**config.mk**
```make
export PLATFORM = sky130hd
export DESIGN_NAME = mem_wb_skid_reg
export DESIGN_NICKNAME = d
export VERILOG_FILES = /design/src/rtl/core_pkg.sv /design/src/rtl/sat_counter.sv /design/src/rtl/mem_wb_skid_reg.sv
export SDC_FILE = /design/constraint.sdc
export NUM_CORES = 1
export LEC_CHECK = 0
export CORE_ASPECT_RATIO = 0.5
export CORE_UTILIZATION = 40
export DETAILED_ROUTE_END_ITERATION = 16
export PLACE_DENSITY = 0.77
export SETUP_SLACK_MARGIN = 0.5
export SLEW_MARGIN = 20
export SYNTH_ARGS = -nofsm -noshare
export SYNTH_HDL_FRONTEND = slang
export SYNTH_HIERARCHICAL = 1
export SYNTH_SLANG_ARGS = --single-unit
```
**constraint.sdc**
```tcl
create_clock -name clk -period 18.9 [get_ports clk]
set_clock_uncertainty 0.2 [all_clocks]
set_input_delay 3.78 -clock clk [delete_from_list [all_inputs] [get_ports clk]]
set_output_delay 3.78 -clock clk [all_outputs]
set_load 0.01 [all_outputs]
```
**src/rtl/core_pkg.sv**
```systemverilog
`default_nettype none
// ============================================================================
// Module      : core_pkg
// Description : Shared types and defaults for the 64-bit RISC-V core
//               back end. Holds the default datapath widths, the
//               MEM/WB skid-register state encoding and the writeback
//               payload layout.
// Revision    : 1.0 - initial release
// ============================================================================
package core_pkg;

    // Default datapath and register-index widths for the core.
    localparam int XLEN       = 64;
    localparam int REG_ADDR_W = 5;

    // Occupancy of the MEM/WB skid register.
    //   EMPTY : nothing held
    //   ONE   : main entry valid, skid empty
    //   TWO   : main and skid entries both valid
    typedef enum logic [1:0] {
        EMPTY = 2'd0,
        ONE   = 2'd1,
        TWO   = 2'd2
    } wb_state_t;

    // One retiring instruction as held by the MEM/WB register, at the
    // core's default widths. Field order is the layout every instance
    // uses for its main and skid entries.
    typedef struct packed {
        logic [XLEN-1:0]       readdata;
        logic [XLEN-1:0]       aluresult;
        logic [XLEN-1:0]       wb_data;
        logic [REG_ADDR_W-1:0] rd;
        logic                  memtoreg;
        logic                  regwrite;
    } wb_payload_t;

endpackage : core_pkg
`default_nettype wire

```
**src/rtl/sat_counter.sv**
```systemverilog
`default_nettype none
// ============================================================================
// Module      : sat_counter
// Description : Up-counter that increments on every clock where enable is
//               high and sticks at all-ones instead of wrapping.
// Ports       : clk    - rising-edge clock
//               reset  - asynchronous, active-high clear to zero
//               enable - count this cycle
//               count  - current count value (CNT_W bits)
// Revision    : 1.0 - initial release
// ============================================================================
module sat_counter #(
    parameter int CNT_W = 16
) (
    input  logic             clk,
    input  logic             reset,
    input  logic             enable,
    output logic [CNT_W-1:0] count
);

    localparam logic [CNT_W-1:0] C_MAX = {CNT_W{1'b1}};
    localparam logic [CNT_W-1:0] C_ONE = {{(CNT_W-1){1'b0}}, 1'b1};

    logic [CNT_W-1:0] r_count;

    always_ff @(posedge clk or posedge reset) begin
        if (reset) begin
            r_count <= '0;
        end else if (enable && (r_count != C_MAX)) begin
            r_count <= r_count + C_ONE;
        end
    end

    assign count = r_count;

endmodule : sat_counter
`default_nettype wire

```
**src/rtl/mem_wb_skid_reg.sv**
```systemverilog
`default_nettype none
// ============================================================================
// Module      : mem_wb_skid_reg
// Description : MEM/WB pipeline register with a valid/ready handshake and a
//               2-entry (main + skid) buffer so back-pressure from the
//               writeback consumer never drops a retiring instruction.
//               Also provides synchronous flush, x0 write suppression, a
//               registered writeback-mux result and a saturating stall
//               counter.
// Ports       : clk, reset        - clock, asynchronous active-high reset
//               flush             - synchronous kill of all held entries
//               in_valid/in_ready - upstream handshake (in_ready is a flop)
//               in_*              - MEM-stage payload fields
//               out_valid/out_ready - downstream handshake
//               out_*             - registered main-entry payload
//               out_wb_data       - registered memtoreg ? readdata : aluresult
//               stall_cycles      - saturating count of stalled cycles
// Revision    : 1.0 - initial release
// ============================================================================
module mem_wb_skid_reg #(
    parameter int XLEN       = 64,
    parameter int REG_ADDR_W = 5,
    parameter int CNT_W      = 16
) (
    input  logic                  clk,
    input  logic                  reset,
    input  logic                  flush,
    input  logic                  in_valid,
    output logic                  in_ready,
    input  logic [XLEN-1:0]       in_read_data,
    input  logic [XLEN-1:0]       in_aluresult,
    input  logic [REG_ADDR_W-1:0] in_rd,
    input  logic                  in_memtoreg,
    input  logic                  in_regwrite,
    output logic                  out_valid,
    input  logic                  out_ready,
    output logic [XLEN-1:0]       out_readdata,
    output logic [XLEN-1:0]       out_aluresult,
    output logic [REG_ADDR_W-1:0] out_rd,
    output logic                  out_memtoreg,
    output logic                  out_regwrite,
    output logic [XLEN-1:0]       out_wb_data,
    output logic [CNT_W-1:0]      stall_cycles
);

    import core_pkg::*;

    // Same field layout as core_pkg::wb_payload_t, sized for this instance
    // so non-default XLEN / REG_ADDR_W builds keep a single-register entry.
    typedef struct packed {
        logic [XLEN-1:0]       readdata;
        logic [XLEN-1:0]       aluresult;
        logic [XLEN-1:0]       wb_data;
        logic [REG_ADDR_W-1:0] rd;
        logic                  memtoreg;
        logic                  regwrite;
    } payload_t;

    wb_state_t r_state;
    wb_state_t w_state_next;
    payload_t  r_main;
    payload_t  r_skid;
    payload_t  w_in_payload;
    logic      r_in_ready;
    logic      w_load_main_in;
    logic      w_load_main_skid;
    logic      w_load_skid;
    logic      w_stall;

    // ------------------------------------------------------------------
    // Capture formatting: the writeback mux is resolved here so that
    // out_wb_data comes straight from a flop, and writes to x0 are masked
    // before they are ever stored.
    // ------------------------------------------------------------------
    always_comb begin
        w_in_payload           = '0;
        w_in_payload.readdata  = in_read_data;
        w_in_payload.aluresult = in_aluresult;
        w_in_payload.wb_data   = in_memtoreg ? in_read_data : in_aluresult;
        w_in_payload.rd        = in_rd;
        w_in_payload.memtoreg  = in_memtoreg;
        w_in_payload.regwrite  = in_regwrite && (in_rd != '0);
    end

    // ------------------------------------------------------------------
    // State register
    // ------------------------------------------------------------------
    always_ff @(posedge clk or posedge reset) begin
        if (reset) begin
            r_state <= EMPTY;
        end else begin
            r_state <= w_state_next;
        end
    end

    // ------------------------------------------------------------------
    // Next-state and load-enable decode. in_ready is 1 in EMPTY and ONE,
    // so in those states in_valid alone means an accept. In ONE, a fire
    // together with an accept refills main directly (pass-through) rather
    // than parking the new entry in the skid.
    // ------------------------------------------------------------------
    always_comb begin
        w_state_next     = r_state;
        w_load_main_in   = 1'b0;
        w_load_main_skid = 1'b0;
        w_load_skid      = 1'b0;

        if (flush) begin
            // Flush drops everything, including an input offered this cycle.
            w_state_next = EMPTY;
        end else begin
            case (r_state)
                EMPTY: begin
                    if (in_valid) begin
                        w_load_main_in = 1'b1;
                        w_state_next   = ONE;
                    end
                end
                ONE: begin
                    if (out_ready && in_valid) begin
                        w_load_main_in = 1'b1;
                    end else if (out_ready) begin
                        w_state_next = EMPTY;
                    end else if (in_valid) begin
                        w_load_skid  = 1'b1;
                        w_state_next = TWO;
                    end
                end
                TWO: begin
                    // Upstream is blocked (in_ready=0); only draining moves us.
                    if (out_ready) begin
                        w_load_main_skid = 1'b1;
                        w_state_next     = ONE;
                    end
                end
                default: begin
                    w_state_next = EMPTY;
                end
            endcase
        end
    end

    // ------------------------------------------------------------------
    // Payload registers. Main is only rewritten when it is empty or being
    // consumed, so its fields stay stable while stalled.
    // ------------------------------------------------------------------
    always_ff @(posedge clk or posedge reset) begin
        if (reset) begin
            r_main <= '0;
            r_skid <= '0;
        end else begin
            if (w_load_main_in) begin
                r_main <= w_in_payload;
            end else if (w_load_main_skid) begin
                r_main <= r_skid;
            end
            if (w_load_skid) begin
                r_skid <= w_in_payload;
            end
        end
    end

    // in_ready is registered from the next state so it tracks
    // (state != TWO) without a combinational path from out_ready.
    always_ff @(posedge clk or posedge reset) begin
        if (reset) begin
            r_in_ready <= 1'b1;
        end else begin
            r_in_ready <= (w_state_next != TWO);
        end
    end

    // ------------------------------------------------------------------
    // Outputs
    // ------------------------------------------------------------------
    assign in_ready      = r_in_ready;
    assign out_valid     = (r_state != EMPTY);
    assign out_readdata  = r_main.readdata;
    assign out_aluresult = r_main.aluresult;
    assign out_wb_data   = r_main.wb_data;
    assign out_rd        = r_main.rd;
    assign out_memtoreg  = r_main.memtoreg;
    assign out_regwrite  = r_main.regwrite;

    // ------------------------------------------------------------------
    // Back-pressure stall counter; flush intentionally leaves it alone.
    // ------------------------------------------------------------------
    assign w_stall = out_valid && !out_ready;

    sat_counter #(
        .CNT_W (CNT_W)
    ) u_stall_counter (
        .clk    (clk),
        .reset  (reset),
        .enable (w_stall),
        .count  (stall_cycles)
    );

endmodule : mem_wb_skid_reg
`default_nettype wire

```
==> results.md <==
Power and ir drop:
- The design draws between 2 and 3 mW.
- The sequential fraction of design power is 0.468.
- The maximum VDD drop is around 0.054 mV.
- The leakage component of the power is 10.3 nW.
- The internal portion of the total power is 1.88 mW.
- The total net switching power is 0.697 mW.
- The switching power as a share of total power is 0.270.
- The share of total power dissipated in the clock network is 0.330.
- Of the total power, combinational logic draws 0.202.
- Power spread over the standard cell area amounts to approximately 110 nW/µm².

Critical path:
- The worst setup path is launched from a primary input.
- The worst setup path is of the in -> reg kind.
- STA puts the critical path data arrival time at 6.74 ns.
- Data on the critical path is required at its endpoint by ~19 ns.
- Along the worst path, the maximum fanout reaches 80.
- The kind of capture point of the worst setup path is a flop.

Logic synthesis:
- After technology mapping, the gate count stands at 1473.
- In this run, synthesis inferred 0 flip-flops with an integrated enable.
- In the synthesized netlist the async set-or-reset flop fraction comes to 1.00.
- For this run, the leading register cell type out of synthesis is sky130_fd_sc_hd__dfrtp_1.
- Yosys mapped the design onto 44 distinct sky130hd cell types.
- The share of the Yosys chip area taken by registers is 0.609.
- The synthesized netlist net count is between 1500 and 2000.
- The mean instance size in the synthesized netlist is ~12 µm².
- Of the post-synthesis cell area, the dominant cell type holds 0.607.
- The number of storage elements in the synthesis netlist is 417.
- After synthesis, the cell types taking the most area are sky130_fd_sc_hd__dfrtp_1, sky130_fd_sc_hd__mux2_2, sky130_fd_sc_hd__nand2_1.
- The yosys synthesis warning count is 6.
- The combined area of all synthesized cells is 17100 µm².
- The biggest area contributor in the post-synthesis netlist is sky130_fd_sc_hd__dfrtp_1.

CTS:
- The root buffer cell chosen for the clock tree is sky130_fd_sc_hd__clkbuf_16.
- The longest clock path from root to sink contains 3 buffers.
- The deepest level of the CTS H-tree is 2.
- The total of cells resized after clock tree synthesis is 0.
- Clock tree synthesis found a total of 417 sinks.
- Clock latency on the worst-skew pair, taken at its later pin, is 0.55 ns.
- After clock tree synthesis, the clock-pin slew on the worst setup and hold paths is 0.06 ns.
- TritonCTS built the clock tree.
- Buffers inserted during clock tree synthesis total 40.
- In this run the post-CTS setup repair buffer count came out at 0.
- The number of hold buffers added after cts is 0.

Place:
- The quantity of I/O buffers inserted on ports is 356.
- The last weighted congestion value of the routability-driven placer is 0.843.
- The placement-stage cell area is 21100 µm².
- Detailed placement finished with a half-perimeter wire length of 29400 µm.

GRT:
- Entering global routing, the biggest net connects 230 pins.
- For this run the aggregate overflow at the end of global routing stands at 0.
- In the global route stage, overall resource usage came out at 0.213.
- The via count of the first global-routing pass is 12800.
- The number of antenna violations at the first check in global routing is 5.
- The first global-routing pass estimated 73200 µm of wire.

Hold path:
- The path class of the tightest hold or removal check is reg -> reg.

Detailed routing:
- Detailed routing placed a total of 1800 µm of wire on met3.
- After detailed routing, the number of remaining DRC violations is 0.
- The length of routed met2 wiring is 23900 µm.
- After detailed routing, the average wire length per cell comes to 19.6 µm.
- After detailed routing, the wire length on met1 is 18900 µm.
- Detailed routing inserted a total of 12700 vias.
- The routed design has 46800 µm of wire.
- The top routing layer in use is met4.
- The post-route antenna net violation count is 0.
- The number of vias per cell is about 5.3.
- The pre-antenna-repair detailed-routing pass consisted of 5 iterations.
- The detailed router finished its first iteration with 1051 violations.

Finish:
- After routing the design area is 22500 µm².
- The net total in the final layout is 1920.
- The final design utilization is 0.535.
- The share of cells above drive strength 1 is 0.129.
- Compared with the post-synthesis result, the final layout area differs by 31.5%.

Die:
- For this configuration, the core starts out at a cell density of 0.407.
- The die span in y is 148 µm.
- 357 I/O pins were placed.
- The overall die area is 43700 µm².
- The width of the chip is just under 300 µm.
- The area of the core region is 42100 µm².
- In this run the core area contains 53 standard-cell rows.

Timing:
- Setup repair after global routing left no endpoint under its margin.
- The setup violation total in the final timing report is 0.
- For the pin with the worst max-slew slack, the measured transition is 1.07 ns.
- The setup TNS after final layout is 0 ns.
- The number of max-slew violations in the final report is 0.
- Dividing the final minimum period by the clock period gives 0.341.
- Derived from the worst setup path, the maximum achievable clock frequency is 0.155 GHz.
- The final critical delay including setup and external delays is 6.45 ns.
- The total count of hold-check failures in the final report is 0.
- The worst max-slew margin expressed relative to the limit is 0.286.

Run:
- The max capacitance violation total is 0.

Run status:
- The flow ran to the end, and the final reports show no timing, DRC or antenna violations.
[synthesized netlist by cell type (2+ instances only)]
| cell | count |
|---|---|
| sky130_fd_sc_hd__a21oi_1 | 8 |
| sky130_fd_sc_hd__buf_6 | 2 |
| sky130_fd_sc_hd__xnor2_1 | 12 |
| sky130_fd_sc_hd__nor2b_1 | 3 |
| sky130_fd_sc_hd__clkbuf_1 | 33 |
| sky130_fd_sc_hd__buf_2 | 61 |
| sky130_fd_sc_hd__and3_1 | 10 |
| sky130_fd_sc_hd__a22oi_1 | 131 |
| sky130_fd_sc_hd__a31oi_1 | 2 |
| sky130_fd_sc_hd__o221a_2 | 2 |
| sky130_fd_sc_hd__buf_1 | 7 |
| sky130_fd_sc_hd__mux2_2 | 136 |
| sky130_fd_sc_hd__dfrtp_1 | 416 |
| sky130_fd_sc_hd__o21a_1 | 2 |
| sky130_fd_sc_hd__o21ai_0 | 67 |
| sky130_fd_sc_hd__nor2_1 | 67 |
| sky130_fd_sc_hd__nand3_1 | 8 |
| sky130_fd_sc_hd__and4_1 | 3 |
| sky130_fd_sc_hd__nand2_1 | 351 |
| sky130_fd_sc_hd__mux2i_1 | 65 |
| sky130_fd_sc_hd__inv_1 | 3 |
| sky130_fd_sc_hd__nand2b_1 | 2 |
| sky130_fd_sc_hd__a221o_1 | 57 |
| sky130_fd_sc_hd__nand4_1 | 5 |
[power groups by stage]
stage          combinational (mW)  clock [mW]  sequential [mW]
2_1_floorplan               0.223           0             1.23
3_3_place_gp                0.510           0             1.21
3_5_place_dp                0.525           0             1.22
4_1_cts                     0.527       0.868             1.21
5_1_grt                     0.565       0.900             1.23
6_report                    0.521       0.852             1.21
[through the flow]
step	cells	worst slack (ns)	hold WS [ns]
floorplan	1473	3.77	0.250
global placement	2313	11.93	0.258
detailed placement	2313	11.87	0.261
CTS	2386	12.44	0.277
global route	2392	12.21	0.298
finish	2393	12.45	0.274
[per-layer routing]
layer | GRT usage | vias up
met4 | 0.104 | 0
met5 | 0 | -
met1 | 0.269 | 6437
met2 | 0.360 | 332
met3 | 0.0305 | 114
li1 | - | 5808
[worst max-delay path, cell delays in order]
cell	delay [ns]
sky130_fd_sc_hd__clkdlybuf4s50_1	0.51
sky130_fd_sc_hd__or3b_4	0.47
sky130_fd_sc_hd__nor2_4	0.08
sky130_fd_sc_hd__buf_4	0.56
sky130_fd_sc_hd__buf_4	0.85
sky130_fd_sc_hd__a22oi_1	0.23
sky130_fd_sc_hd__nand2_1	0.12
[state kept, by name (all words and copies together) (netlist names), 2 cells and up]
register,flops
r_skid,199
out_aluresult,64
out_readdata,64
out_wb_data,64
u_stall_counter/count,16
out_rd,5
r_state,2
[path summary, 6_finish.rpt]
| check | slack (ns) | endpoint | startpoint | depth (start not counted) |
|---|---|---|---|---|
| max | 12.45 | out_readdata[29] | flush | 7 |
| min | 0.27 | out_aluresult[33] | out_aluresult[33] | 2 |
| max reg2reg | 15.81 | out_readdata[29] | r_state[1] | 6 |
| min reg2reg | 0.27 | out_aluresult[33] | out_aluresult[33] | 2 |
| max in group asynchronous | 12.79 | r_skid[95] | reset | 4 |
| min in group asynchronous | 3.59 | r_skid[194] | reset | 2 |
[area by class of cell]
class                           count  area [µm²]
Timing Repair Buffer              368        3710
Antenna cell                        6        15.0
Inverter                            3        18.8
Fill cell                        3551       19600
Multi-Input combinational cell    949        6250
Clock buffer                       57        1180
Clock inverter                     16         215
Tap cell                          577         722
Sequential cell                   417       10400
[cells in the final DEF (no fill, tap or decap), drive strengths merged, types with 2 or more instances in the layout]
cell type	instances
nand3	8
mux2	136
o21a	2
and3	11
o21ai	67
buf	13
nand2b	2
o221a	2
clkinv	8
a221o	57
dfrtp	416
xnor2	12
nor2b	3
a31oi	2
clkbuf	57
a21oi	9
nor2	67
bufinv	5
and4	4
clkdlybuf4s50	355
a22oi	131
or2	2
mux2i	65
diode	6
nand4	7
nand2	352
inv	5
[cells by family (layout without fill, tap and decap cells)]
family / Yosys count / in the layout / synth area share
buffers and inverters: 107 / 444 / 0.0290
adder cells (fa/ha/maj): 1 / 1 / 0.000730
AND/OR/NAND/NOR: 463 / 463 / 0.111
other: 0 / 6 / 0
XOR/XNOR: 12 / 12 / 0.00613
flip-flops: 417 / 417 / 0.609
multiplexers: 201 / 201 / 0.127
AO/OA/AOI/OAI: 272 / 272 / 0.117
Power figures use the tool's default switching activity.
